**config.mk**
```make
export PLATFORM = sky130hd
export DESIGN_NAME = load_store_unit
export DESIGN_NICKNAME = d
export VERILOG_FILES = /design/src/rtl/lsu_pkg.sv /design/src/rtl/lsu_load_align.sv /design/src/rtl/load_store_unit.sv
export SDC_FILE = /design/constraint.sdc
export NUM_CORES = 1
export LEC_CHECK = 0
export CELL_PAD_IN_SITES_DETAIL_PLACEMENT = 0
export CELL_PAD_IN_SITES_GLOBAL_PLACEMENT = 1
export CORE_MARGIN = 1.5
export CORE_UTILIZATION = 31
export DETAILED_ROUTE_END_ITERATION = 8
export PLACE_DENSITY_LB_ADDON = 0.1
export SLEW_MARGIN = 20
export SYNTH_ARGS = -nofsm -noshare
export SYNTH_HDL_FRONTEND = slang
export SYNTH_SLANG_ARGS = --single-unit
```
**constraint.sdc**
```tcl
create_clock -name clk -period 2.7 [get_ports clk]
set_clock_uncertainty 0.1 [all_clocks]
set_input_delay 0.54 -clock clk [delete_from_list [all_inputs] [get_ports clk]]
set_output_delay 0.54 -clock clk [all_outputs]
set_load 0.01 [all_outputs]
```
**src/rtl/lsu_pkg.sv**
```systemverilog
// Shared definitions for the load/store unit: funct3 encodings, FSM states,
// byte-enable and store-data helpers, and the legality check.
package lsu_pkg;

    localparam logic [2:0] F3_LB  = 3'd0;
    localparam logic [2:0] F3_LH  = 3'd1;
    localparam logic [2:0] F3_LW  = 3'd2;
    localparam logic [2:0] F3_LBU = 3'd4;
    localparam logic [2:0] F3_LHU = 3'd5;
    localparam logic [2:0] F3_SB  = 3'd0;
    localparam logic [2:0] F3_SH  = 3'd1;
    localparam logic [2:0] F3_SW  = 3'd2;

    typedef enum logic [1:0] {
        IDLE,
        REQ,
        WAIT
    } lsu_state_t;

    // Access size lives in funct3[1:0] for both loads and stores.
    function automatic logic [3:0] be_for(input logic [2:0] f3, input logic [1:0] off);
        case (f3[1:0])
            2'd0:    be_for = 4'b0001 << off;
            2'd1:    be_for = 4'b0011 << off;
            default: be_for = 4'hF;
        endcase
    endfunction

    // Replicate store data across all lanes so the byte enables pick the lane.
    function automatic logic [31:0] store_wdata(input logic [2:0] f3, input logic [31:0] w);
        case (f3)
            F3_SB:   store_wdata = {4{w[7:0]}};
            F3_SH:   store_wdata = {2{w[15:0]}};
            default: store_wdata = w;
        endcase
    endfunction

    function automatic logic op_illegal(input logic is_load, input logic [2:0] f3,
                                        input logic [1:0] off);
        logic bad_f3;
        logic misal;
        if (is_load)
            bad_f3 = !(f3 == F3_LB || f3 == F3_LH || f3 == F3_LW ||
                       f3 == F3_LBU || f3 == F3_LHU);
        else
            bad_f3 = !(f3 == F3_SB || f3 == F3_SH || f3 == F3_SW);
        misal = (f3[1:0] == 2'd1 && off[0]) || (f3[1:0] == 2'd2 && off != 2'd0);
        return bad_f3 || misal;
    endfunction

endpackage

```
**src/rtl/lsu_load_align.sv**
```systemverilog
// Load data formatter: shifts the addressed lane down and sign/zero-extends.
module lsu_load_align
    import lsu_pkg::*;
#(
    parameter int width = 32
) (
    input  logic [2:0]       funct3_i,
    input  logic [1:0]       off_i,
    input  logic [width-1:0] rdata_i,
    output logic [width-1:0] data_o
);

    logic [width-1:0] s;

    // Lane shift followed by extension selected by funct3.
    always_comb begin
        s = rdata_i >> {off_i, 3'b000};
        case (funct3_i)
            F3_LB:   data_o = {{(width-8){s[7]}}, s[7:0]};
            F3_LBU:  data_o = {{(width-8){1'b0}}, s[7:0]};
            F3_LH:   data_o = {{(width-16){s[15]}}, s[15:0]};
            F3_LHU:  data_o = {{(width-16){1'b0}}, s[15:0]};
            default: data_o = s;
        endcase
    end

endmodule

```
**src/rtl/load_store_unit.sv**
```systemverilog
// Memory-access stage: one outstanding word-aligned bus access per op,
// registered bus outputs and a one-cycle writeback pulse for loads.
module load_store_unit
    import lsu_pkg::*;
#(
    parameter int width = 32
) (
    input  logic             clk,
    input  logic             reset,
    input  logic             req_valid,
    output logic             req_ready,
    input  logic             req_is_load,
    input  logic [2:0]       req_funct3,
    input  logic [width-1:0] req_addr,
    input  logic [width-1:0] req_wdata,
    input  logic [4:0]       req_rd,
    output logic             mem_req,
    output logic             mem_we,
    output logic [width-1:0] mem_addr,
    output logic [3:0]       mem_be,
    output logic [width-1:0] mem_wdata,
    input  logic             mem_gnt,
    input  logic             mem_rvalid,
    input  logic [width-1:0] mem_rdata,
    output logic             wr_en,
    output logic [4:0]       rd,
    output logic [width-1:0] ld_data,
    output logic             is_load,
    output logic             exc
);

    lsu_state_t       state_q;
    logic             req_ready_q;
    logic             mem_req_q;
    logic             mem_we_q;
    logic [width-1:0] mem_addr_q;
    logic [3:0]       mem_be_q;
    logic [width-1:0] mem_wdata_q;
    logic             wr_en_q;
    logic [4:0]       rd_q;
    logic [width-1:0] ld_data_q;
    logic             is_load_q;
    logic             exc_q;

    // Attributes of the in-flight op, needed when the response returns.
    logic [2:0]       f3_q;
    logic [1:0]       off_q;
    logic             op_load_q;
    logic [4:0]       op_rd_q;

    logic             accept;
    logic [1:0]       req_off;
    logic [width-1:0] align_data;

    assign accept  = req_valid && req_ready_q;
    assign req_off = req_addr[1:0];

    lsu_load_align #(.width(width)) u_align (
        .funct3_i (f3_q),
        .off_i    (off_q),
        .rdata_i  (mem_rdata),
        .data_o   (align_data)
    );

    // FSM with all outputs registered; pulses default low every cycle.
    always_ff @(posedge clk) begin
        if (reset) begin
            state_q     <= IDLE;
            req_ready_q <= 1'b0;
            mem_req_q   <= 1'b0;
            mem_we_q    <= 1'b0;
            mem_addr_q  <= '0;
            mem_be_q    <= '0;
            mem_wdata_q <= '0;
            wr_en_q     <= 1'b0;
            rd_q        <= '0;
            ld_data_q   <= '0;
            is_load_q   <= 1'b0;
            exc_q       <= 1'b0;
            f3_q        <= '0;
            off_q       <= '0;
            op_load_q   <= 1'b0;
            op_rd_q     <= '0;
        end else begin
            wr_en_q   <= 1'b0;
            is_load_q <= 1'b0;
            exc_q     <= 1'b0;
            case (state_q)
                IDLE: begin
                    req_ready_q <= 1'b1;
                    if (accept) begin
                        if (op_illegal(req_is_load, req_funct3, req_off)) begin
                            exc_q <= 1'b1;
                        end else begin
                            state_q     <= REQ;
                            req_ready_q <= 1'b0;
                            mem_req_q   <= 1'b1;
                            mem_we_q    <= !req_is_load;
                            mem_addr_q  <= {req_addr[width-1:2], 2'b00};
                            mem_be_q    <= be_for(req_funct3, req_off);
                            mem_wdata_q <= store_wdata(req_funct3, req_wdata);
                            f3_q        <= req_funct3;
                            off_q       <= req_off;
                            op_load_q   <= req_is_load;
                            op_rd_q     <= req_rd;
                        end
                    end
                end
                REQ: begin
                    if (mem_gnt) begin
                        state_q   <= WAIT;
                        mem_req_q <= 1'b0;
                    end
                end
                WAIT: begin
                    if (mem_rvalid) begin
                        state_q     <= IDLE;
                        req_ready_q <= 1'b1;
                        if (op_load_q) begin
                            wr_en_q   <= 1'b1;
                            is_load_q <= 1'b1;
                            rd_q      <= op_rd_q;
                            ld_data_q <= align_data;
                        end
                    end
                end
                default: state_q <= IDLE;
            endcase
        end
    end

    assign req_ready = req_ready_q;
    assign mem_req   = mem_req_q;
    assign mem_we    = mem_we_q;
    assign mem_addr  = mem_addr_q;
    assign mem_be    = mem_be_q;
    assign mem_wdata = mem_wdata_q;
    assign wr_en     = wr_en_q;
    assign rd        = rd_q;
    assign ld_data   = ld_data_q;
    assign is_load   = is_load_q;
    assign exc       = exc_q;

endmodule

```
* After elaboration in Yosys (flattened, before gate mapping)
Cells that the tools add are included.
** Cells by class
- Equality and inequality tests :: 15
- Shift-type cells :: 3
- Mux-type cells :: 21
- Bitwise operators :: 5
- Reduce and logical (&&, ||, !) cells :: 26
** Operators by type and width (count)
- case mux 32 bit (4 select lines) :: 1
- case mux 32 bit (2 select lines) :: 1
- >> shifter 32 x 5 -> 32 bit :: 1
- == test 3 bit (second input constant) :: 4
- two-way mux 1 bit :: 11
- two-way mux 2 bit :: 4
- inequality test 2 bit (second input constant) :: 4
- case mux 4 bit (2 select lines) :: 1
- AND reduction 4 bit :: 2
- == test 3 x 1 -> 1 bit (second input constant) :: 2
- logical NOT 3 bit :: 2
- logical OR 1 bit :: 6
- case mux 2 bit (3 select lines) :: 1
- AND reduction 3 bit :: 2
- nonzero test 2 bit :: 3
- OR reduction 3 bit :: 2
- NOT 1 bit :: 5
- == test 2 x 1 -> 1 bit (second input constant) :: 2
- == test 2 bit (second input constant) :: 2
- logical NOT 2 bit :: 2
- case mux 1 bit (2 select lines) :: 2
- left shift 1 x 2 -> 4 bit (first input constant) :: 1
- left shift 2 x 2 -> 4 bit (first input constant) :: 1
- == test 3 x 2 -> 1 bit (second input constant) :: 1
- other kinds (3) :: 7
** Word-level totals
- Register bits :: 121
- Output and inout bits :: 111
- Word-level logic and storage cells :: 85

* Longest topological paths before layout
Gate-level depths: netlist (run 1).
- Depth in word-level cells :: 14
- Mapped depth :: 7
- Mapped depth without buffers :: 4

* Modules after synthesis
A second synthesis (run 1) with hierarchy kept.
** Unflattened totals
- Cells, all modules :: 695
- Area total of the unflattened synthesis :: 5536.6 sq um
** By module, submodules not included
- load_store_unit :: instances 1, cells each 588, area an instance 4842.1 sq um, seq. area each 2422.3 sq um
- lsu_load_align :: instances 1, cells each 107, area an instance 694.4 sq um, seq. area each 0.0 sq um

* Worst setup path after synthesis (run 1)
No wires, ideal clock.
- Path kind :: input-to-reg
- From :: input req_funct3[0]
- To :: register mem_be_q[2] (netlist: mem_be[2])
- Library setup time :: 0.132 ns
- Arrival :: 1.822 ns
- Data required time :: 2.468 ns
- Setup slack :: 0.646 ns
- Cell stages on the path :: 7
- Path buffers :: 3
- Cell sequence :: clkbuf_1 > or4_4 > o31a_1 > buf_6 > buf_2 > nor4_1 > nor3_1
** Between the ends
- Cells in the longest elaborated chain, start to end :: 13
- Elaborated cells between the ends (all ways) :: 25
- Those cells by class :: 6 x eq/ne; 5 x mux; 1 x bitwise; 13 x reduce/logical
** Ends and longest elaborated chain
- start: declaration :: line load_store_unit.sv:13 : input logic [2:0] req_funct3,
- == test 3 x 1 -> 1 bit or logical NOT 3 bit (tied branches) :: line lsu_pkg.sv:43, lsu_pkg.sv:46
- logical OR 1 bit (2 in a row) :: line lsu_pkg.sv:43, lsu_pkg.sv:46
- logical OR 1 bit :: line lsu_pkg.sv:43 : bad_f3 = !(f3 == F3_LB || f3 == F3_LH || f3 == F3_LW ||
- logical OR 1 bit :: line lsu_pkg.sv:44 : f3 == F3_LBU || f3 == F3_LHU);
- logical NOT 1 bit :: line lsu_pkg.sv:43
- two-way mux 1 bit :: line lsu_pkg.sv:42 : if (is_load)
- two-way mux 1 bit :: line load_store_unit.sv:91 : if (accept) begin
- two-way mux 1 bit :: line load_store_unit.sv:88 : case (state_q)
- two-way mux 1 bit :: line load_store_unit.sv:67 : if (reset) begin
- logical OR 1 bit :: line lsu_pkg.sv:48 : return bad_f3 || misal;
- NOT 1 bit (no source line)
- AND reduction 3 bit (no source line)
- end signal: assignment :: line load_store_unit.sv:100 : mem_be_q <= be_for(req_funct3, req_off);
- end: declaration :: line load_store_unit.sv:37 : logic [3:0] mem_be_q;
Several ways; a longest one is shown, not always the timed one. The select of a mux whose other input is x is not followed.
A chain may end at the register's enable or synchronous reset.

* Worst setup path in the final report (run 1)
- From :: input req_addr[0]
- To :: register op_rd_q[0]
** Between the ends
- Cells in the longest elaborated chain, start to end :: 6
- Elaborated cells between the ends (all ways) :: 7
- Those cells by class :: 1 x bitwise; 6 x reduce/logical
** Ends and longest elaborated chain
- start: declaration :: line load_store_unit.sv:14 : input logic [width-1:0] req_addr,
- nonzero test 2 bit :: line lsu_pkg.sv:47 : misal = (f3[1:0] == 2'd1 && off[0]) || (f3[1:0] == 2'd2 && off != 2'd0);
- logical AND 1 bit :: line lsu_pkg.sv:47
- logical OR 1 bit * :: line lsu_pkg.sv:47
- logical OR 1 bit * :: line lsu_pkg.sv:48
- NOT 1 bit (no source line) *
- AND reduction 3 bit (no source line) *
- end signal: assignment :: line load_store_unit.sv:105 : op_rd_q <= req_rd;
- end: declaration :: line load_store_unit.sv:49 : logic [4:0] op_rd_q;
Mark *: on every way between the ends. The rest lies on a longest branch, timed or not.

==> results of run 1 <==
==> registers in the layout, summed over array words and instances, names as in the netlist, 2 cells and up <==
name / cells
mem_addr: 30
mem_be: 4
state_q: 2
mem_wdata: 32
op_rd_q: 5
rd: 5
ld_data: 32
off_q: 2
f3_q: 3
==> power by group through the flow <==
stage / sequential (mW) / combinational [mW] / clock [mW]
3_3_place_gp: 1.89 / 0.659 / 0
6_report: 1.85 / 0.669 / 2.70
3_5_place_dp: 1.89 / 0.666 / 0
2_1_floorplan: 1.91 / 0.269 / 0
5_1_grt: 1.86 / 0.717 / 2.83
4_1_cts: 1.85 / 0.670 / 2.76
==> path summary, 6_finish.rpt <==
kind          startpoint     endpoint  slack, ns  cells after the start
max          req_addr[0]   op_rd_q[0]       0.30                      6
min           ld_data[0]   ld_data[0]       0.35                      2
max reg2reg     off_q[1]  ld_data[10]       0.76                      4
min reg2reg   ld_data[0]   ld_data[0]       0.35                      2
==> cell type report <==
cell class              instances  area, µm²  share of cell area (%)
flip-flops and latches        121       2420                    28.2
multi-input cells             448       2660                    30.9
repair buffers                252       2520                    29.3
clock inverters                11        240                    2.79
inverters                       5       18.8                   0.218
clock buffers                  21        460                    5.35
well taps                     225        282                    3.27
==> metal layers <==
metal / wire [µm] / GRT usage [%]
met1: 8210 / 25.4
met2: 9260 / 34.9
met3: 1530 / 7.24
met4: 303 / 6.99
met5: 0 / 0
==> through the flow <==
step | std cells | util [%]
2_1_floorplan | 643 | -
3_3_place_gp | 1051 | 46.2
3_5_place_dp | 1051 | 46.2
4_1_cts | 1083 | 50.3
5_1_grt | 1083 | 50.3
6_report | 1083 | 50.3
==> layout by cell type, fill, tap and decap left out, drive strengths merged, types with 9 or more instances in the layout <==
master         count
clkdlybuf4s50    217
dfxtp            121
a21oi            119
o21ai             66
nand2             53
nand3             49
buf               35
mux2i             34
nor2              28
a211oi            24
clkbuf            21
a311oi            10
o211ai             9
==> critical path: stages <==
cell	delay, ns
clkdlybuf4s50_1	0.44
and2_1	0.20
o31ai_4	0.79
buf_4	0.40
nand3_1	0.11
a21oi_1	0.15
==> cells in the mapped netlist <==
cell type	number	area, µm²
buf_2	13	65.1
a211o_1	1	8.76
mux2i_1	34	340
buf_4	7	52.6
a211oi_1	24	180
mux2_2	8	90.1
buf_1	3	11.3
o211ai_1	9	67.6
a221o_1	1	10.0
clkbuf_1	45	169
or2_1	1	6.26
o31ai_1	1	7.51
nand3b_1	3	22.5
conb_1	1	3.75
o31a_1	1	8.76
o31ai_2	1	12.5
nor3_1	4	20.0
and2_1	1	6.26
inv_1	5	18.8
nor2_2	1	6.26
o21bai_1	1	7.51
dfxtp_1	121	2420
o2111ai_1	8	70.1
nor2b_1	5	31.3
or3_1	1	6.26
a2bb2oi_1	1	8.76
xor2_1	1	8.76
or4_4	1	11.3
nand2_1	53	199
a311oi_1	10	87.6
or2_2	2	12.5
o21ai_0	66	330
o2bb2ai_1	1	8.76
mux4_2	1	22.5
nor2_1	26	97.6
buf_6	1	11.3
nor2_4	1	11.3
nand3_1	49	245
nor4_1	3	18.8
a32o_1	7	70.1
a21oi_1	119	596
==> cell families (layout without fill, tap and decap cells) <==
family                    after synthesis  after routing  synth area share (%)
AOI/OAI and AO/OA                     251            251                  27.4
and+or+nand+nor                       151            151                  12.9
DFF                                   121            121                  45.0
buffers and inverters                  74            289                  6.09
muxes                                  43             43                  8.41
other                                   1              2                0.0697
xor gates and xnor gates                1              1                 0.163
==> metrics.cfg, run 1 <==
[timing]
tns_ns = 0
whs_ns = 0.353
drv_slew = 0
worstMarginPinSlew_ns = 0.922
rsz0062_at_grt = false
report.final.setup_viol = 0
fmaxAchievable_ghz = 0.416
timing.final.crit_share_pct = 89.1
period_needed_ns = 2.40
worst_slack_ns = 0.295
hold_viol = 0
relSlewSlack_pct = 38.5

[die]
core_area_um2 = 17100
die_x_um = 135
start_util_pct = 31.5
design.die.area_um2 = 18200
die_y_um = 135
io_pins = 221
rows = 48

[cts]
clock-root-buffer = clkbuf_16
clk_pin_slew_ns = 0.05
cts_buffers = 17
clock_path_buffers = 2
cts_tree = yes
insertion_delay_ns = 0.41
clock-sinks = 121
cts_resized = 0
postCtsSetupRepairBufs = 0
htreeDepth = 4
cts_hold_buffers = 0

[global_routing]
grt_pass1_wl_mm = 29.4
grt_pass1_vias = 5533
grtUsageTotal_pct = 21.0
grt-ovfl-total = 0
grt_max_degree = 78
antenna_found_initial = 0

[drt]
wl_mm = 19.3
vias = 5618
drt-pass1-iter-count = 7
drc = 0
drt_iter0_drc = 252
wire_per_inst_um = 17.8
via_per_inst = 5.19
final_antenna_net_count = 0

[logic_synthesis]
yosys_warnings = 0
synth.cell_area_um2 = 5380
ys_seq_elements = 121
yosysSeqAreaShare_pct = 45.0
synth_cell_types = 41
avgSynthCellArea_um2 = 8.39
netlist_instances = 642

[power]
pwr-share-seq_pct = 35.5
sw_frac_of_total_pct = 22.6
p_int_mw = 4.04
ir_drop_mv = 0.421
power_density_nw_per_um2 = 607
p_comb_share_pct = 12.8
p_switching_mw = 1.18
p_total_mw = 5.22
p_leak_nw = 2.93
p_clk_share_pct = 51.7

[final_layout]
final_nets = 955
diodes = 0
final_cell_area_um2 = 8600
drive_above_1_share_pct = 9.67
area_growth_pct = 59.8
n_fill_cell = 1627

[critical_path]
startpoint_type = primary input
required_ns = 2.93
path_max_fanout = 21
endpoint_kind = flop
critPathKind = primary input to flop
cp.arrival_ns = 2.64

[run]
cap_violations = 0

[place]
gp_congestion = 0.853
io_buffers = 218
place_ws_ns = -0.124
place_hpwl_mm = 13.7
place_area_um2 = 7900

[min_path]
hold_path.class = flop to flop

[status]
outcome = completed

Note: power is estimated with default switching activity, not from simulation.
==> run 2, diff against run 1 <==
RECOVER_POWER = 50   (was unset)
SKIP_CTS_REPAIR_TIMING = 1   (was unset)
==> run 2 against run 1 <==
The run now ends with max-capacitance violations, max-slew violations left. Cell area is 0.12% lower. Sequential share of layout area about the same. Die area did not move. Total power down 0.21%. Critical path type unchanged. Largest cell class unchanged.
==> metrics.cfg, run 2 (same netlist as run 1, synthesis figures left out) <==
[timing]
rsz0062_at_grt = false
relSlewSlack_pct = -21.1  ; -60 points
fmaxAchievable_ghz = 0.410  ; -1.5%
report.final.setup_viol = 0  ; unchanged
drv_slew = 36  ; +36
hold_viol = 0  ; unchanged
tns_ns = 0  ; unchanged
worstMarginPinSlew_ns = 1.82  ; +0.894 ns
worst_slack_ns = 0.259  ; -0.0361 ns
timing.final.crit_share_pct = 90.4  ; +1.3 points
period_needed_ns = 2.44  ; +0.0361 ns

[cts]
cts_tree = yes
htreeDepth = 4  ; unchanged
clock-root-buffer = clkbuf_16
clock-sinks = 121  ; unchanged
clock_path_buffers = 2  ; unchanged
insertion_delay_ns = 0.41  ; about the same
clk_pin_slew_ns = 0.05  ; about the same
cts_buffers = 17  ; unchanged

[die]
design.die.area_um2 = 18200  ; unchanged
die_y_um = 135  ; unchanged
rows = 48  ; unchanged
core_area_um2 = 17100  ; unchanged
io_pins = 221  ; unchanged
start_util_pct = 31.5  ; unchanged
die_x_um = 135  ; unchanged

[drt]
drc = 0  ; unchanged
vias = 5578  ; -0.71%
drt-pass1-iter-count = 6  ; -1
final_antenna_net_count = 0  ; unchanged
via_per_inst = 5.15  ; -0.71%
wire_per_inst_um = 17.8  ; -0.16%
drt_iter0_drc = 265  ; +5.2%
wl_mm = 19.3  ; -0.16%

[critical_path]
cp.arrival_ns = 2.62  ; -0.02 ns
worst_path_max_delay_cell = clkbuf_1
r2r-start = state_q[1]
r2r_end = ld_data[9]
path_max_fanout = 67  ; +220%
r2r_slack_ns = 0.57  ; -0.19 ns
cp_num_buf_inv = 3  ; +1
required_ns = 2.88  ; -0.05 ns
reg2reg_depth = 5  ; +1
cp_num_cells = 4  ; -2
critPathKind = primary input to flop
crit_chain = clkbuf_1, buf_12, buf_4, a211oi_1
cp_top_family = buffers and inverters
startpoint_type = primary input
endpoint_kind = flop
slowest_delay_ns = 1.27  ; +0.48 ns

[global_routing]
grtUsageTotal_pct = 21.0  ; unchanged
grt_max_degree = 78  ; unchanged
antenna_found_initial = 0  ; unchanged
grt_pass1_wl_mm = 29.4  ; unchanged
grt_pass1_vias = 5533  ; unchanged
grt-ovfl-total = 0  ; unchanged

[power]
ir_drop_mv = 0.421  ; about the same
p_leak_nw = 3.23  ; +10%
power_density_nw_per_um2 = 606  ; about the same

[final_layout]
n_fill_cell = 1632  ; +0.31%
fin_cells = 1083  ; unchanged
multi_input_area_um2 = 2660  ; unchanged
drive_above_1_share_pct = 9.32  ; -0.35 points
regArea_um2 = 2420  ; unchanged
diodes = 0  ; unchanged
layout_commonest_cell = clkdlybuf4s50_1
area_growth_pct = 59.6
mostFrequentLayoutCells = clkdlybuf4s50_1 (124), dfxtp_1 (121), a21oi_1 (119)
final_nets = 955  ; unchanged

[place]
gp_congestion = 0.853  ; unchanged
place_hpwl_mm = 13.7  ; unchanged
place_inst = 1051  ; unchanged
io_buffers = 218  ; unchanged
place_ws_ns = -0.124  ; unchanged

[min_path]
min-delay-start = ld_data[0]
hold_path.class = flop to flop
hold_end = ld_data[0]
hold-path-cell-count = 2  ; unchanged

[status]
violations = max-capacitance violations, max-slew violations
outcome = finished, violations left

[run]
cap_violations = 1  ; +1

## run 2: worst max-delay path by stage
stage	slack [ns]	endpoint	startpoint
floorplan	0.65	mem_be[2]	req_funct3[0]
global placement	-0.08	f3_q[2]	req_addr[0]
detailed placement	-0.12	op_rd_q[0]	req_is_load
CTS	0.30	op_rd_q[0]	req_is_load
global route	0.08	op_rd_q[1]	req_addr[0]
finish	0.26	mem_wdata[12]	reset
## run 2: report_power, final
| group | switching [mW] | leakage (nW) | internal, mW |
|---|---|---|---|
| logic | 0.336 | 1.92 | 0.322 |
| registers | 0.0237 | 0.979 | 1.83 |
| clock network | 0.821 | 0.338 | 1.88 |
## run 2: metal layers
layer	part of all wire [%]	track usage (%)
met3	7.9	7.24
met5	0	0
met1	42	25.4
met4	1.6	6.99
met2	48	34.9
## run 2: metrics by stage
step	util, %	hold slack [ns]	power, mW	cell area, µm²
2_1_floorplan	-	0.328	2.17	5390
3_3_place_gp	46.2	0.339	2.55	7900
3_5_place_dp	46.2	0.348	2.56	7900
4_1_cts	50.3	0.355	5.28	8600
5_1_grt	50.2	0.376	5.39	8590
6_report	50.2	0.351	5.21	8590
## run 2: final cells by class
cell class | instances | share of cell area, %
Clock buffer | 21 | 5.36
Clock inverter | 11 | 2.80
Inverter | 5 | 0.218
Multi-Input combinational cell | 448 | 30.9
Sequential cell | 121 | 28.2
Tap cell | 225 | 3.28
Timing Repair Buffer | 252 | 29.2
## run 2: worst reg2reg max path: stages, from the launching register on
cell and delay [ns]:
dfxtp_1 0.39, nand3_1 0.15, or2_0 0.74, nor2_1 0.07
clkbuf_1 0.26, a32o_1 0.31
